[config.mk]
export PLATFORM = sky130hd
export DESIGN_NAME = nibble_serial_add_ctrl
export DESIGN_NICKNAME = d
export VERILOG_FILES = /design/src/rtl/nibble_serial_add_ctrl.sv
export SDC_FILE = /design/constraint.sdc
export NUM_CORES = 1
export LEC_CHECK = 0
export ABC_CLOCK_PERIOD_IN_PS = 3500
export CAP_MARGIN = 20
export CORE_MARGIN = 2
export CORE_UTILIZATION = 34
export DETAILED_ROUTE_END_ITERATION = 8
export SLEW_MARGIN = 25
export SYNTH_ARGS = -nofsm -noshare
export SYNTH_HDL_FRONTEND = slang
export SYNTH_SLANG_ARGS = --single-unit
export TNS_END_PERCENT = 10
[constraint.sdc]
create_clock -name clk_i -period 3.5 [get_ports clk_i]
set_input_delay 0.7 -clock clk_i [delete_from_list [all_inputs] [get_ports clk_i]]
set_output_delay 0.7 -clock clk_i [all_outputs]
set_load 0.05 [all_outputs]
[src/rtl/nibble_serial_add_ctrl.sv]
// Nibble-serial WIDTH-bit adder shared by two valid/ready requesters.
// A single 4-bit ripple slice is reused once per nibble, with the carry kept in a register.

module Adder4b (
  input  logic [3:0] a_i,
  input  logic [3:0] b_i,
  input  logic       ci_i,
  output logic [3:0] s_o,
  output logic       co_o
);

  logic [4:0] carry;

  always_comb begin
    carry    = '0;
    s_o      = '0;
    carry[0] = ci_i;
    for (int i = 0; i < 4; i++) begin
      s_o[i]       = a_i[i] ^ b_i[i] ^ carry[i];
      carry[i + 1] = (a_i[i] & b_i[i]) | (carry[i] & (a_i[i] ^ b_i[i]));
    end
    co_o = carry[4];
  end

endmodule

module nibble_serial_add_ctrl #(
  parameter int WIDTH = 16
) (
  input  logic             clk_i,
  input  logic             rst_i,
  input  logic             req0_valid_i,
  output logic             req0_ready_o,
  input  logic [WIDTH-1:0] req0_a_i,
  input  logic [WIDTH-1:0] req0_b_i,
  input  logic             req0_ci_i,
  input  logic             req1_valid_i,
  output logic             req1_ready_o,
  input  logic [WIDTH-1:0] req1_a_i,
  input  logic [WIDTH-1:0] req1_b_i,
  input  logic             req1_ci_i,
  output logic             res_valid_o,
  input  logic             res_ready_i,
  output logic [WIDTH-1:0] res_sum_o,
  output logic             res_co_o,
  output logic             res_id_o
);

  localparam int NIB  = WIDTH / 4;
  localparam int IDXW = (NIB > 1) ? $clog2(NIB) : 1;
  localparam logic [IDXW-1:0] LAST_IDX = IDXW'(NIB - 1);

  typedef enum logic [1:0] {IDLE, RUN, DONE} state_t;

  state_t           state_q;
  logic             last_grant_q;
  logic [IDXW-1:0]  idx_q;
  logic             carry_q;
  logic [WIDTH-1:0] a_q;
  logic [WIDTH-1:0] b_q;
  logic [WIDTH-1:0] sum_q;
  logic             co_q;
  logic             id_q;

  logic             grant0_d;
  logic             grant1_d;
  logic [3:0]       nib_a_d;
  logic [3:0]       nib_b_d;
  logic [3:0]       nib_s;
  logic             nib_co;

  // Round-robin: on a tie, the requester that was not served last wins.
  assign grant0_d = req0_valid_i & (~req1_valid_i | last_grant_q);
  assign grant1_d = req1_valid_i & ~grant0_d;

  assign req0_ready_o = (state_q == IDLE) & ~rst_i & grant0_d;
  assign req1_ready_o = (state_q == IDLE) & ~rst_i & grant1_d;

  assign res_valid_o = (state_q == DONE);
  assign res_sum_o   = sum_q;
  assign res_co_o    = co_q;
  assign res_id_o    = id_q;

  always_comb begin
    nib_a_d = a_q[3:0];
    nib_b_d = b_q[3:0];
    for (int n = 0; n < NIB; n++) begin
      if (int'(idx_q) == n) begin
        nib_a_d = a_q[n*4 +: 4];
        nib_b_d = b_q[n*4 +: 4];
      end
    end
  end

  Adder4b u_adder (
    .a_i (nib_a_d),
    .b_i (nib_b_d),
    .ci_i(carry_q),
    .s_o (nib_s),
    .co_o(nib_co)
  );

  // Reset abandons any operation in flight; nothing is reported for it.
  always_ff @(posedge clk_i) begin
    if (rst_i) begin
      state_q      <= IDLE;
      last_grant_q <= 1'b1;
      idx_q        <= '0;
      carry_q      <= 1'b0;
      a_q          <= '0;
      b_q          <= '0;
      sum_q        <= '0;
      co_q         <= 1'b0;
      id_q         <= 1'b0;
    end else begin
      case (state_q)
        IDLE: begin
          if (grant0_d || grant1_d) begin
            a_q     <= grant1_d ? req1_a_i : req0_a_i;
            b_q     <= grant1_d ? req1_b_i : req0_b_i;
            carry_q <= grant1_d ? req1_ci_i : req0_ci_i;
            id_q    <= grant1_d;
            idx_q   <= '0;
            state_q <= RUN;
          end
        end
        RUN: begin
          for (int n = 0; n < NIB; n++) begin
            if (int'(idx_q) == n) sum_q[n*4 +: 4] <= nib_s;
          end
          carry_q <= nib_co;
          idx_q   <= idx_q + IDXW'(1);
          if (idx_q == LAST_IDX) begin
            co_q    <= nib_co;
            state_q <= DONE;
          end
        end
        DONE: begin
          if (res_ready_i) begin
            last_grant_q <= id_q;
            state_q      <= IDLE;
          end
        end
        default: state_q <= IDLE;
      endcase
    end
  end

endmodule

==> results.yml <==
run_status:
  status: "finished clean"
timing:
  hold_viol: 0
  setup_viol: 0
  relSlewSlack: 0.386
  slew_violations: 0
  period_minus_slack_ns: 3.16
  tns_ns: 0
  fin_crit_sh: 0.902
  fin_skew_ns: 0.00289
  tightestPinTransition_ns: 0.921
  whs_ns: 0.458
  max_freq_ghz: 0.317
  rsz0062_at_grt: "false"
hold_path:
  min-delay-start: "res_sum_o[6]"
  hp-class: "reg2reg"
  whs_path_depth: 2
  worstHoldEndpoint: "res_sum_o[6]"
synthesis:
  synth.area.top_cells: "dfxtp_1, mux2i_1, a211oi_2"
  synth_edf_count: 0
  ys_types: 33
  synth_top_area_frac: 0.384
  yosys.area.top_type: "dfxtp_1"
  synth_flop_cell: "dfxtp_1"
  syn_nets: 389
  ys_warn_count: 0
  syn_area_per_cell_um2: 9.41
  synthArstFlopShare: 0
  ys_ff_latch: 56
  syn_inst: 310
  seq_area_frac_synth: 0.384
  synth_area_mm2: 0.00292
route:
  vias: 2405
  drcViolationCount: 0
  viasPerCell: 4.85
  ant_nets: 0
  drt_iter0_drc: 75
  drt-total-wl_um: 6480
  drt_first_pass_iters: 4
  post_drt_wl_per_cell_um: 13.1
worst_setup_path:
  max_stage_delay_ns: 0.57
  cp_top_family: "adder cells"
  start_kind: "register"
  arrival_ns: 3.38
  cp-end-kind: "register"
  worstPathRequired_ns: 3.73
  cp_num_buf_inv: 2
  cp_slowest_cell: "fa_1"
  crit_path_frequent_cell: "fa_1"
  reg2regPathDepth: 12
  reg2reg_from: "idx_q[1]"
  r2r-end: "res_sum_o[3]"
  crit_chain: "inv_1 -> ha_2 -> mux2i_1 -> o21ai_0 -> mux2i_1 -> fa_1 -> inv_1 -> fa_1 -> fa_1 -> fa_1 -> nand3_1 -> a21oi_1"
  path_max_fanout: 7
  reg2reg_slack_ns: 0.34
  criticalPathCategory: "reg2reg"
layout:
  post-route-util: 0.480
  syn2layout_area_growth_pct: 35.7
  drive_gt1_frac: 0.128
  antenna_cells: 0
  fin_nets: 470
cts:
  cts_max_level: 2
  cts_resized: 0
  clockBufferDepth: 2
  numCtsBuffers: 5
  cts_tree: "built"
  clkTransAtPathRegs_ns: 0.09
  postCtsHoldBufs: 0
  cts_setup_buffers: 0
  clock_sinks: 56
  clock_latency_ns: 0.29
  cts-root-buf: "clkbuf_8"
floorplanning:
  initial_utilization: 0.353
  dieArea_mm2: 0.00934
  fp.coreArea_mm2: 0.00826
  num_io_pins: 92
  std_cell_rows: 33
  die_y_um: 96.6
  die_w_um: 96.6
pwr:
  worst_ir_drop_vdd_mv: 0.186
  power_density_mw_per_mm2: 375
  p_leak_uw: 0.00141
placed_design:
  io_buffers: 91
  hpwl_um: 4930
  gp_congestion: 0.780
global_route:
  gr-usage-all-layers: 0.139
  grt_first_pass_wirelength_um: 11000
  gr-total-overflow: 0
  antenna_found_initial: 0
  grt_pass1_vias: 2396
  grt_max_degree: 58
job:
  cap_violations: 0
## synthesized netlist by cell type (2+ instances only)
cell type / count
a21oi_1: 29
buf_12: 3
buf_4: 3
o21ai_0: 10
mux2i_1: 42
fa_1: 4
buf_2: 6
clkbuf_1: 12
nand3_1: 13
nor2_1: 41
ha_1: 4
a211oi_1: 4
a211oi_2: 28
nand2b_1: 2
inv_1: 5
a311oi_1: 4
dfxtp_1: 56
nand2_1: 29
## cell families after synthesis
| group | Yosys count | synth area share |
|---|---|---|
| buf+inv | 31 | 0.0656 |
| flops | 56 | 0.384 |
| simple gates | 92 | 0.133 |
| compound gates | 80 | 0.225 |
| fa+ha+maj | 8 | 0.0446 |
| mux | 43 | 0.148 |
## routing by layer
layer	global-route usage	wire length [um]
met5	0	0
met4	0.0228	19
met3	0.0332	297
met2	0.248	3200
met1	0.173	2970
## worst register-to-register path: cells and delay by family, from the launching register on
kind / cells / cell delay (ns)
fa+ha+maj: 5 / 1.88
mux: 2 / 0.40
flops: 1 / 0.34
compound gates: 2 / 0.23
buf+inv: 2 / 0.15
simple gates: 1 / 0.09
## how the worst max path moves through the flow
stage / startpoint / to / slack (ns) / cells past startpoint
2_1_floorplan: rst_i / req0_ready_o / 0.41 / 2
3_3_place_gp: idx_q[1] / res_sum_o[7] / 0.37 / 12
6_report: idx_q[1] / res_sum_o[3] / 0.34 / 12
3_5_place_dp: idx_q[1] / res_sum_o[11] / 0.25 / 12
4_1_cts: idx_q[1] / res_sum_o[11] / 0.22 / 12
5_1_grt: idx_q[1] / res_sum_o[7] / 0.08 / 12
## stage by stage
| step | instances | cell area, um2 | total power (uW) | worst slack [ns] |
|---|---|---|---|---|
| finish | 496 | 3960 | 1480 | 0.345 |
| global route | 496 | 3960 | 1570 | 0.0772 |
| floorplan | 310 | 2920 | 1010 | 0.414 |
| global placement | 489 | 3880 | 1160 | 0.370 |
| detailed placement | 489 | 3880 | 1170 | 0.249 |
| CTS | 496 | 3960 | 1500 | 0.225 |
## cells in the final DEF, fill, tap and decap left out, drive strengths merged
cell,n
a211oi,32
a21boi,2
a21oi,29
a22oi,1
a311o,1
a311oi,4
and2,1
and2b,1
and3b,1
buf,11
clkbuf,6
clkdlybuf4s50,89
clkinv,1
dfxtp,56
fa,4
ha,4
inv,5
mux2,1
mux2i,42
nand2,29
nand2b,2
nand3,13
nor2,42
nor2b,1
nor4,1
o21a,1
o21ai,10
or3,1
## area by class of cell
class                           count  area, um2
Sequential cell                    56       1120
Inverter                            5       18.8
Clock inverter                      1       5.00
Clock buffer                        6       72.6
Fill cell                         824       4300
Timing Repair Buffer              100        996
Multi-Input combinational cell    223       1620
Tap cell                          105        131
## registers in the layout, indices dropped and copies added, names as in the netlist
name and count:
res_id_o 1, idx_q 2, res_co_o 1, res_sum_o 16, last_grant_q 1, state_q 2, a_q 16, carry_q 1
b_q 16
## power by group
part           total [uW]  internal (uW)  switching [uW]
clock                 330            137             193
sequential            720            689            30.3
combinational         434            205             229
(Power assumes the default switching activity.)
